### src/rtl/mem_pkg.sv
// Shared memory-stage types used by the vector store serializer and the load collector.
// A vector is LANES words; lane LANES-1 lives at the lowest memory address.
package mem_pkg;

  localparam int LANES  = 16;
  localparam int DATA_W = 16;
  localparam int ADDR_W = 16;
  localparam int LANE_W = (LANES > 1) ? $clog2(LANES) : 1;

  typedef logic [DATA_W-1:0]             word_t;
  typedef logic [LANES-1:0][DATA_W-1:0]  vec_t;
  typedef logic [ADDR_W-1:0]             addr_t;
  typedef logic [LANE_W-1:0]             lane_idx_t;

  typedef enum logic [1:0] {IDLE, STORE, DONE} store_state_t;

  // Plain-vector encodings of the store FSM for logic-typed state flops.
  localparam logic [1:0] ST_IDLE  = 2'(IDLE);
  localparam logic [1:0] ST_STORE = 2'(STORE);
  localparam logic [1:0] ST_DONE  = 2'(DONE);

endpackage

### src/rtl/mem_store_serializer_if.sv
// Request and memory-write bundle of the vector store path.
// The serializer sits on the slave side; the pipeline/memory environment is the master.
interface mem_store_serializer_if;
  import mem_pkg::*;

  logic  start;
  addr_t base_addr;
  vec_t  vec_in;
  logic  mem_ready;
  logic  mem_we;
  addr_t mem_addr;
  word_t mem_wdata;
  logic  busy;
  logic  done;

  modport master (
    output start, base_addr, vec_in, mem_ready,
    input  mem_we, mem_addr, mem_wdata, busy, done
  );

  modport slave (
    input  start, base_addr, vec_in, mem_ready,
    output mem_we, mem_addr, mem_wdata, busy, done
  );

endinterface

### src/rtl/mem_store_serializer_lane_counter.sv
// Down-counter over vector lanes with parallel load and decrement enable.
// Shared by the store serializer and the load collector.
module lane_counter
  import mem_pkg::*;
(
  input  logic      clk,
  input  logic      rst,
  input  logic      load,
  input  logic      dec,
  input  lane_idx_t load_val,
  output lane_idx_t count,
  output logic      is_last
);

  lane_idx_t count_q;
  lane_idx_t count_d;

  always_comb begin
    count_d = count_q;
    if (load) begin
      count_d = load_val;
    end else if (dec) begin
      count_d = count_q - lane_idx_t'(1);
    end
  end

  always_ff @(posedge clk or posedge rst) begin
    if (rst) begin
      count_q <= lane_idx_t'(LANES - 1);
    end else begin
      count_q <= count_d;
    end
  end

  assign count   = count_q;
  assign is_last = (count_q == '0);

endmodule

### src/rtl/mem_store_serializer.sv
// Vector store path: latches one vector and emits it as LANES single-word writes,
// highest lane first at base_addr, honouring mem_ready backpressure.
module mem_store_serializer
  import mem_pkg::*;
(
  input logic                   clk,
  input logic                   rst,
  mem_store_serializer_if.slave bus
);

  logic [1:0] state_q, state_d;
  vec_t       vec_q, vec_d;
  addr_t      base_q, base_d;
  addr_t      offset_q, offset_d;
  logic       mem_we_q, mem_we_d;
  addr_t      mem_addr_q, mem_addr_d;
  word_t      mem_wdata_q, mem_wdata_d;
  logic       busy_q, busy_d;
  logic       done_q, done_d;

  logic       cnt_load;
  logic       cnt_dec;
  lane_idx_t  cnt_count;
  logic       cnt_last;
  lane_idx_t  next_lane;
  logic       transfer;

  lane_counter u_lane_counter (
    .clk      (clk),
    .rst      (rst),
    .load     (cnt_load),
    .dec      (cnt_dec),
    .load_val (lane_idx_t'(LANES - 1)),
    .count    (cnt_count),
    .is_last  (cnt_last)
  );

  always_comb begin
    state_d     = state_q;
    vec_d       = vec_q;
    base_d      = base_q;
    offset_d    = offset_q;
    mem_we_d    = mem_we_q;
    mem_addr_d  = mem_addr_q;
    mem_wdata_d = mem_wdata_q;
    busy_d      = busy_q;
    done_d      = 1'b0;
    cnt_load    = 1'b0;
    cnt_dec     = 1'b0;
    next_lane   = cnt_count - lane_idx_t'(1);
    transfer    = mem_we_q && bus.mem_ready;

    case (state_q)
      ST_IDLE: begin
        if (bus.start) begin
          vec_d       = bus.vec_in;
          base_d      = bus.base_addr;
          offset_d    = '0;
          cnt_load    = 1'b1;
          state_d     = ST_STORE;
          mem_we_d    = 1'b1;
          mem_addr_d  = bus.base_addr;
          mem_wdata_d = bus.vec_in[LANES-1];
          busy_d      = 1'b1;
        end
      end
      ST_STORE: begin
        // Outputs only move on an accepted write, so a stall holds them as-is.
        if (transfer) begin
          if (cnt_last) begin
            state_d     = ST_DONE;
            mem_we_d    = 1'b0;
            mem_addr_d  = '0;
            mem_wdata_d = '0;
            busy_d      = 1'b0;
            done_d      = 1'b1;
          end else begin
            cnt_dec     = 1'b1;
            offset_d    = offset_q + addr_t'(1);
            mem_addr_d  = base_q + offset_d;
            mem_wdata_d = vec_q[next_lane];
          end
        end
      end
      ST_DONE: begin
        state_d = ST_IDLE;
      end
      default: begin
        state_d = ST_IDLE;
      end
    endcase
  end

  always_ff @(posedge clk or posedge rst) begin
    if (rst) begin
      state_q     <= ST_IDLE;
      vec_q       <= '0;
      base_q      <= '0;
      offset_q    <= '0;
      mem_we_q    <= 1'b0;
      mem_addr_q  <= '0;
      mem_wdata_q <= '0;
      busy_q      <= 1'b0;
      done_q      <= 1'b0;
    end else begin
      state_q     <= state_d;
      vec_q       <= vec_d;
      base_q      <= base_d;
      offset_q    <= offset_d;
      mem_we_q    <= mem_we_d;
      mem_addr_q  <= mem_addr_d;
      mem_wdata_q <= mem_wdata_d;
      busy_q      <= busy_d;
      done_q      <= done_d;
    end
  end

  assign bus.mem_we    = mem_we_q;
  assign bus.mem_addr  = mem_addr_q;
  assign bus.mem_wdata = mem_wdata_q;
  assign bus.busy      = busy_q;
  assign bus.done      = done_q;

endmodule

### src/flat_wrapper.sv
// flat-port wrapper written by rule: the top's interface ports become plain ports
module mem_store_serializer_flat import mem_pkg::*;
  (clk, rst, bus_start, bus_base_addr, bus_vec_in, bus_mem_ready, bus_mem_we, bus_mem_addr, bus_mem_wdata, bus_busy, bus_done);
  mem_store_serializer_if bus_i ();
  input logic clk;
  input logic rst;
  input wire logic [$bits(bus_i.start)-1:0] bus_start;
  input wire logic [$bits(bus_i.base_addr)-1:0] bus_base_addr;
  input wire logic [$bits(bus_i.vec_in)-1:0] bus_vec_in;
  input wire logic [$bits(bus_i.mem_ready)-1:0] bus_mem_ready;
  output wire logic [$bits(bus_i.mem_we)-1:0] bus_mem_we;
  output wire logic [$bits(bus_i.mem_addr)-1:0] bus_mem_addr;
  output wire logic [$bits(bus_i.mem_wdata)-1:0] bus_mem_wdata;
  output wire logic [$bits(bus_i.busy)-1:0] bus_busy;
  output wire logic [$bits(bus_i.done)-1:0] bus_done;
  assign bus_i.start = bus_start;
  assign bus_i.base_addr = bus_base_addr;
  assign bus_i.vec_in = bus_vec_in;
  assign bus_i.mem_ready = bus_mem_ready;
  assign bus_mem_we = bus_i.mem_we;
  assign bus_mem_addr = bus_i.mem_addr;
  assign bus_mem_wdata = bus_i.mem_wdata;
  assign bus_busy = bus_i.busy;
  assign bus_done = bus_i.done;
  mem_store_serializer u_core (.clk(clk), .rst(rst), .bus(bus_i));
endmodule
### config.mk
export PLATFORM = sky130hd
export DESIGN_NAME = mem_store_serializer_flat
export DESIGN_NICKNAME = d
export VERILOG_FILES = /design/src/rtl/mem_pkg.sv /design/src/rtl/mem_store_serializer_if.sv /design/src/rtl/mem_store_serializer_lane_counter.sv /design/src/rtl/mem_store_serializer.sv /design/src/flat_wrapper.sv
export SDC_FILE = /design/constraint.sdc
export NUM_CORES = 1
export LEC_CHECK = 0
export BUFFER_PORTS_ARGS = -buffer_cell sky130_fd_sc_hd__buf_2
export CAP_MARGIN = 20
export CORE_MARGIN = 4
export CORE_UTILIZATION = 50
export CTS_CLUSTER_DIAMETER = 40
export DETAILED_ROUTE_END_ITERATION = 10
export PLACE_DENSITY = 0.82
export SLEW_MARGIN = 5
export SYNTH_ARGS = -nofsm -noshare
export SYNTH_HDL_FRONTEND = slang
export SYNTH_HIERARCHICAL = 1
export SYNTH_SLANG_ARGS = --single-unit
### constraint.sdc
create_clock -name clk -period 10.75 [get_ports clk]
set_input_delay 2.15 -clock clk [delete_from_list [all_inputs] [get_ports clk]]
set_output_delay 2.15 -clock clk [all_outputs]
set_load 0.02 [all_outputs]
==> results.yml, run 1 <==
timing:
  slew_violations: 0
  worstMarginPinSlew_ns: 1.06
  fin_crit_sh_pct: 41.1
  fin_setup_tns_ns: 0
  holdWs_ns: 0.468
  fmax_ghz: 0.226
  finalSetupViolations: 0
  fin_crit_ns: 4.42
  skew_ns: 0.0393
  rsz0062_at_grt: "no"
  maxSlewHeadroom_pct: 29.5
  hold_viol: 0
critical_path:
  cp-end-kind: "flip-flop"
  worst-path-max-fanout: 29
  required_ns: 11.20
  reg2regPathDepth: 9
  cp_data_arrival_time_ns: 4.87
  crit_path_start_kind: "input pin"
  worstSetupPathType: "input pin to flip-flop"
  r2r-start: "u_core/u_lane_counter/count[0]"
  timing.rr.end: "u_core/u_lane_counter/count[3]"
  ff2ff_setup_slack_ns: 6.57
min_path:
  hp-class: "flip-flop to flip-flop"
  min_to: "u_core/vec_q[6]"
  holdPathStages: 2
  min-delay-start: "u_core/vec_q[6]"
cts:
  ctsHoldBuffers: 0
  cts_buffer_depth: 3
  htree_levels: 2
  clk_latency_ns: 0.56
  cts_tree: "yes"
  clock_sinks: 328
  cts_buffers: 48
  path_clk_slew_ns: 0.05
  ctsResizeCount: 0
  post_cts_buffers: 0
  clockRootBuffer: "clkbuf_16"
die:
  die_h_um: 184
  num_rows: 64
  die_area_sq_um: 34000
  die_x_um: 184
  initial_utilization_pct: 50.8
  coreArea_sq_um: 30600
  ios: 311
cells_and_area:
  multiInputGateArea_sq_um: 6880
  final_cells: 2395
  final_cell_mix: "nand2_1 (895), dfrtp_1 (324), buf_2 (310), mux4_2 (64), clkbuf_16 (50)"
  ff_latch_area_sq_um: 8220
  drive_gt1_share_pct: 25.7
  mostFrequentLayoutCell: "nand2_1"
  nFillCells: 2473
  area_growth_pct: 22.5
  layout.nets: 2247
  design_area_sq_um: 19000
placed_design:
  placedInstanceArea_sq_um: 17300
  dp.cells: 2293
  portBuffers: 310
  dp_hpwl_mm: 29.2
  gp_congestion: 0.898
job:
  maxCapViolCount: 0
global_routing:
  grt_pass1_vias: 13400
  busiest_layer: "met2"
  grt_use_met2_pct: 41.7
  antenna_found_initial: 10
  grt_pass1_wl_mm: 69.1
  grt_overflow: 0
  grtUsageMet1_pct: 34.2
  use_met3_pct: 4.54
  grt_use_total_pct: 25.5
  grt_start_max_net_pins: 161
detailed_routing:
  routed_via_density: 5.43
  antenna_left: 0
  firstDrtPassIters: 5
  routed_wl_mm: 43.7
  vias: 13000
  drc: 0
  post_drt_wl_per_cell_um: 18.3
  drt_iter0_drc: 1048
yosys:
  ys_warn_count: 6
  netlist_instances: 1666
  ys_ff_latch: 328
  synth_ff_type: "dfrtp_1"
  ys_types: 51
  synth.avg_cell_area_sq_um: 9.33
  async_flop_share_pct: 100
  synth_edf_count: 0
  ys_seq_area_share_pct: 52.8
  netlist_area_sq_um: 15500
outcome:
  run_status: "finished clean"
power_and_ir_drop:
  power_density_nw_per_um2: 331
  irDropWorstVdd_uv: 229
  leakagePower_nw: 10.1
[synth_stat cells (3+ instances only)]
cell      instances  share of area (%)
nand2b_1          5               0.20
o211ai_1         30                1.4
xor2_1           14               0.79
clkbuf_1         53                1.3
a21oi_1          12               0.39
nor2_1           12               0.29
mux4_2           64                9.3
nand3_1          22               0.71
a31oi_1           3               0.12
and3_2            3               0.14
and3_1            5               0.20
o21ai_0          37                1.2
buf_2            27               0.87
mux2_2           17                1.2
nand2_1         895                 22
buf_4             6               0.29
dfrtp_1         324                 52
buf_1             8               0.19
o31ai_1           6               0.29
a21o_1            5               0.24
xnor2_1          18                1.0
mux2i_1          16                1.0
dfstp_2           4               0.68
nor3_1            6               0.19
inv_1            16               0.39
ha_1             21                1.7
[routing by layer]
metal	up-vias	share of wire, %
li1	6010	-
met4	0	3.9
met2	542	48
met1	6333	41
met5	-	0
met3	119	7.2
[power by group]
group	leakage [nW]	internal (mW)	total (mW)	switching, mW
combinational	5.17	1.10	2.55	1.45
sequential	4.09	1.81	2.17	0.364
clock	0.801	0.969	1.58	0.616
[per-stage QoR]
step | power, mW | utilization, % | setup slack (ns)
2_1_floorplan | 3.94 | - | 4.28
3_3_place_gp | 4.62 | 56.6 | 5.58
3_5_place_dp | 4.72 | 56.6 | 5.46
4_1_cts | 6.35 | 62.0 | 5.93
5_1_grt | 6.72 | 62.2 | 6.19
6_report | 6.31 | 62.2 | 6.33
[how the worst max path moves through the flow]
stage                             start                              to  slack (ns)
after floorplan                     rst                u_core/base_q[0]        4.28
after global placement        bus_start          u_core/bus.mem_addr[6]        5.58
after detailed placement      bus_start          u_core/bus.mem_addr[1]        5.46
after CTS                     bus_start          u_core/bus.mem_addr[1]        5.93
after global routing      bus_mem_ready  u_core/u_lane_counter/count[3]        6.19
final                     bus_mem_ready  u_core/u_lane_counter/count[3]        6.33
[flip-flops by register name (all words and copies together) (netlist names)]
| name | flops |
|---|---|
| u_core/base_q | 16 |
| u_core/bus.busy | 1 |
| u_core/bus.done | 1 |
| u_core/bus.mem_addr | 16 |
| u_core/bus.mem_wdata | 16 |
| u_core/offset_q | 16 |
| u_core/state_q | 2 |
| u_core/u_lane_counter/count | 4 |
| u_core/vec_q | 256 |
[worst max-delay path, cell delays in order]
cell	delay [ns]
buf_2	0.11
nand3_1	0.19
or3_1	0.85
inv_1	0.57
buf_4	0.39
nor4b_4	0.17
xor2_1	0.17
mux2_2	0.26
[layout make-up]
type,count,share of cell area (%)
clock buffer,54,6.70
sequential,328,43.2
multi-input combinational,1228,36.1
inverter,17,0.394
timing repair buffer,326,8.95
antenna,11,0.145
tap,396,2.60
clock inverter,35,1.91
[kinds of logic after synthesis]
group,count (synthesis),synth area share (%)
AND/OR/NAND/NOR,961,24.1
AO/OA/AOI/OAI,112,4.66
XOR/XNOR,32,1.80
other,1,0.0241
adder cells (fa/ha/maj),22,1.82
buffers and inverters,113,3.19
flip-flops,328,52.8
multiplexers,97,11.5
No activity file was read; power rests on OpenSTA's default activity.
==> inputs of run 2 (changes only) <==
- clock period: 10.75 -> 3.7 ns (I/O delays scaled with it)
==> run 2 against run 1 <==
  * Count of clock-buffer cells in the layout increased by 3
  * Hold slack got worse by 0.13 ns
  * Clock skew decreased by 0.014 ns
  * Global-route usage increased by 0.11 points
  * Utilization increased by 0.54 points
  * Die area unchanged
  * Worst setup slack got worse by 5.9 ns
  * Via count decreased by 0.82%
  * Critical path type is now flip-flop to flip-flop
  * Flip-flop and latch count unchanged
  * Largest power group unchanged
  * Clock power increased to 3.0 times the previous value
  * Wire length decreased by 0.15%
==> results.yml, run 2 (synthesis results as in run 1) <==
detailed_routing:
  antenna_left: 0
  routed_via_density: 5.40
  post_drt_wl_per_cell_um: 18.3
  routed_wl_mm: 43.7
  drt_iter0_drc: 944
  drc: 0
  firstDrtPassIters: 5
  vias: 12900
critical_path:
  crit_path_max_incr_delay_ns: 0.44
  cp_data_arrival_time_ns: 3.66
  crit_path_start_kind: "flip-flop"
  ff2ff_setup_slack_ns: 0.42
  cp_cell_sequence: "ha_1, and3_1, and3_1, and3_1, xor2_1, ha_1, a21oi_1, o21ai_0, a221oi_1, o21ai_0, xnor2_1, o211ai_1"
  worstSetupPathType: "flip-flop to flip-flop"
  worst-path-max-fanout: 8
  cpMostUsedCell: "and3_1"
  slowest_stage: "dfrtp_1"
  cp-end-kind: "flip-flop"
  r2r-start: "u_core/offset_q[0]"
  required_ns: 4.08
  cp_top_family: "compound AO/OA/AOI/OAI gates"
  reg2regPathDepth: 12
  timing.rr.end: "u_core/bus.mem_addr[15]"
  critPathBufInv: 0
cts:
  ctsResizeCount: 0
  ctsHoldBuffers: 0
  clockRootBuffer: "clkbuf_16"
  cts_buffer_depth: 3
  path_clk_slew_ns: 0.06
  htree_levels: 2
  post_cts_buffers: 0
  cts_tree: "yes"
  cts_buffers: 47
  clk_latency_ns: 0.54
  clock_sinks: 328
timing:
  fin_crit_ns: 3.28
  worstMarginPinSlew_ns: 0.938
  fmax_ghz: 0.305
  maxSlewHeadroom_pct: 37.4
  rsz0062_at_grt: "no"
  holdWs_ns: 0.335
  hold_viol: 0
  finalSetupViolations: 0
  skew_ns: 0.0254
  slew_violations: 0
  fin_crit_sh_pct: 88.5
  fin_setup_tns_ns: 0
power_and_ir_drop:
  totalPowerFinal_mw: 18.6
  irDropWorstVdd_uv: 542
  leakagePower_nw: 10.1
  power_density_nw_per_um2: 971
cells_and_area:
  final_cell_mix: "nand2_1 (895), dfrtp_1 (324), buf_2 (310), mux4_2 (64), clkbuf_16 (49)"
  design_area_sq_um: 19200
  drive_gt1_share_pct: 25.6
  largest-register: "u_core/vec_q"
  mostFrequentLayoutCell: "nand2_1"
  multiInputGateArea_sq_um: 6880
  layout.nets: 2252
  nFillCells: 2472
  ff_latch_area_sq_um: 8220
  largest_register_ffs: 256
  area_growth_pct: 23.5
global_routing:
  grt_use_total_pct: 25.6
  grt_overflow: 0
  antenna_found_initial: 1
  grt_pass1_vias: 13300
  grt_pass1_wl_mm: 69.3
  grt_start_max_net_pins: 201
die:
  die_h_um: 184
  die_area_sq_um: 34000
  initial_utilization_pct: 50.8
  ios: 311
  die_x_um: 184
  num_rows: 64
  coreArea_sq_um: 30600
outcome:
  run_status: "finished clean"
job:
  maxCapViolCount: 0
placed_design:
  portBuffers: 310
  dp_hpwl_mm: 30.5
  placedInstanceArea_sq_um: 17500
  gp_congestion: 0.886
min_path:
  hp-class: "input pin to async pin"
[run 2: worst max path at each step]
stage | start | to | cells past startpoint | slack (ns)
CTS | u_core/offset_q[0] | u_core/bus.mem_addr[15] | 12 | 0.47
detailed placement | u_core/offset_q[0] | u_core/bus.mem_addr[15] | 12 | 0.49
finish | u_core/offset_q[0] | u_core/bus.mem_addr[15] | 12 | 0.42
floorplan | rst | u_core/base_q[0] | 1 | -1.36
global placement | u_core/offset_q[0] | u_core/bus.mem_addr[15] | 12 | 0.57
global route | u_core/offset_q[0] | u_core/bus.mem_addr[15] | 12 | 0.08
[run 2: per-stage QoR]
stage,setup WS [ns],util [%],instances
final,0.424,62.8,2388
after global routing,0.0819,62.8,2388
after CTS,0.469,62.8,2387
after detailed placement,0.488,57.2,2301
after global placement,0.573,57.2,2301
after floorplan,-1.36,-,1669
[run 2: routing by layer]
metal  part of all wire, %  vias to the layer above  global-route usage, %
met2                    49                      510                   42.5
li1                      -                     6015                      -
met3                   6.6                      105                   4.48
met4                   3.7                        0                   8.58
met5                     0                        -                      0
met1                    41                     6267                   34.6
[run 2: area by class of cell]
type                            count  share of cell area [%]
Antenna cell                        1                  0.0130
Clock buffer                       57                    6.65
Clock inverter                     29                    2.24
Inverter                           17                   0.391
Multi-Input combinational cell   1228                    35.8
Sequential cell                   328                    42.8
Tap cell                          396                    2.58
Timing Repair Buffer              332                    9.53
[run 2: worst reg2reg max path, stage by stage, from the launching register on]
cell and delay, ns:
dfrtp_1 0.44, ha_1 0.25, and3_1 0.20, and3_1 0.35
and3_1 0.26, xor2_1 0.17, ha_1 0.30, a21oi_1 0.22
o21ai_0 0.20, a221oi_1 0.31, o21ai_0 0.16, xnor2_1 0.20
o211ai_1 0.10
[run 2: power by group]
| group | leakage, nW | switching [mW] | internal [mW] | total [mW] |
|---|---|---|---|---|
| Sequential | 4.09 | 1.00 | 5.24 | 6.25 |
| Clock | 0.812 | 1.74 | 3.06 | 4.80 |
| Combinational | 5.23 | 4.29 | 3.30 | 7.59 |
==> inputs of run 3 (changes only) <==
- GPL_TIMING_DRIVEN: default -> 0
==> run 3 against run 2 <==
  * Count of clock-buffer cells in the layout increased by 4
  * Clock skew fell by 0.00067 ns
  * First-iteration DRC count rose by 11%
  * Flip-flop and latch count is the same
  * Largest power group unchanged
==> results.yml, run 3 (synthesis results as in run 1) <==
power_and_ir_drop:
  totalPowerFinal_mw: 18.9
  power_density_nw_per_um2: 968
  irDropWorstVdd_uv: 438
  leakagePower_nw: 10.3
cts:
  cts_buffers: 48
  cts_buffer_depth: 3
  ctsResizeCount: 0
  cts_tree: "yes"
  clockRootBuffer: "clkbuf_16"
  post_cts_buffers: 0
  htree_levels: 2
  path_clk_slew_ns: 0.06
  clk_latency_ns: 0.54
  clock_sinks: 328
  ctsHoldBuffers: 0
placed_design:
  portBuffers: 310
  pre_cts_ws_ns: 0.0513
  gp_congestion: 0.923
  dp_hpwl_mm: 36.2
  dp.cells: 2384
global_routing:
  antenna_found_initial: 3
  grt_use_total_pct: 28.4
  grt_start_max_net_pins: 42
  grt_pass1_wl_mm: 75.1
  grt_pass1_vias: 14100
  grt_overflow: 0
timing:
  fmax_ghz: 0.284
  fin_setup_tns_ns: 0
  hold_viol: 0
  rsz0062_at_grt: "no"
  maxSlewHeadroom_pct: 45.6
  finalSetupViolations: 0
  worstMarginPinSlew_ns: 0.816
  fin_crit_ns: 3.52
  skew_ns: 0.0247
  slew_violations: 0
  setup_slack_ns: 0.178
  fin_crit_sh_pct: 95.2
die:
  num_rows: 64
  die_x_um: 184
  die_area_sq_um: 34000
  ios: 311
  coreArea_sq_um: 30600
  die_h_um: 184
  initial_utilization_pct: 50.8
min_path:
  hp-class: "input pin to async pin"
cells_and_area:
  nFillCells: 2439
  layout.nets: 2336
  ff_latch_area_sq_um: 8210
  final_cell_mix: "nand2_1 (895), buf_2 (334), dfrtp_1 (324), mux4_2 (64), clkbuf_1 (57)"
  area_growth_pct: 25.4
  drive_gt1_share_pct: 25.6
  final_cells: 2475
  largest-register: "u_core/vec_q"
  multiInputGateArea_sq_um: 6850
  largest_register_ffs: 256
  mostFrequentLayoutCell: "nand2_1"
critical_path:
  worst-path-max-fanout: 10
  cp-end-kind: "flip-flop"
  timing.rr.end: "u_core/bus.mem_wdata[10]"
  required_ns: 4.09
  reg2regPathDepth: 11
  crit_path_start_kind: "flip-flop"
  worstSetupPathType: "flip-flop to flip-flop"
  ff2ff_setup_slack_ns: 0.18
  cp_data_arrival_time_ns: 3.91
  r2r-start: "u_core/u_lane_counter/count[0]"
detailed_routing:
  routed_via_density: 5.46
  firstDrtPassIters: 6
  routed_wl_mm: 47.8
  post_drt_wl_per_cell_um: 19.3
  drc: 0
  drt_iter0_drc: 1046
  vias: 13500
  antenna_left: 0
outcome:
  run_status: "finished clean"
job:
  maxCapViolCount: 0
==> run 3: worst max-delay path, cell delays in order (launching register included) <==
cell	delay [ns]
dfstp_2	0.62
buf_4	0.29
clkbuf_4	0.30
inv_1	0.07
ha_1	0.29
buf_6	0.19
buf_6	0.20
buf_2	0.37
mux4_2	0.37
mux2_2	0.31
o211ai_1	0.23
nand3_1	0.11
==> run 3: final cells by class <==
cell class,count,area share [%]
Antenna cell,3,0.0385
Buffer,96,2.25
Clock buffer,61,6.93
Clock inverter,27,1.76
Inverter,17,0.347
Multi-Input combinational cell,1228,35.1
Sequential cell,328,42.1
Tap cell,396,2.54
Timing Repair Buffer,319,8.88
==> run 3: through the flow <==
stage,util [%],instance area [sq um],hold slack (ns)
finish,63.7,19500,0.270
detailed placement,58.1,17800,0.457
global route,63.7,19500,0.298
floorplan,-,15600,0.440
global placement,57.6,17600,0.452
CTS,63.7,19500,0.257
==> run 3: how the worst max path moves through the flow <==
stage,startpoint,end,slack [ns]
after detailed placement,u_core/u_lane_counter/count[0],u_core/bus.mem_wdata[10],0.05
after global placement,rst,u_core/vec_q[53],-3.14
after floorplan,rst,u_core/base_q[0],-1.36
after CTS,u_core/u_lane_counter/count[0],u_core/bus.mem_wdata[10],0.01
after global routing,u_core/u_lane_counter/count[0],u_core/bus.mem_wdata[10],0.01
final,u_core/u_lane_counter/count[0],u_core/bus.mem_wdata[10],0.18
==> run 3: where the power goes <==
part           switching, mW  internal, mW  leakage [nW]
logic                   4.57          3.33          5.36
clock network           1.75          2.97         0.816
registers              0.990          5.24          4.09
total                   7.31          11.6          10.3
==> run 3: per-layer routing <==
metal	routed length, um	up-vias	part of all wire [%]	track usage, %
li1	-	6190	-	-
met1	18900	6575	39	38.4
met2	22900	637	48	45.9
met3	4210	108	8.8	5.41
met4	1830	0	3.8	10.9
met5	0	-	0	0
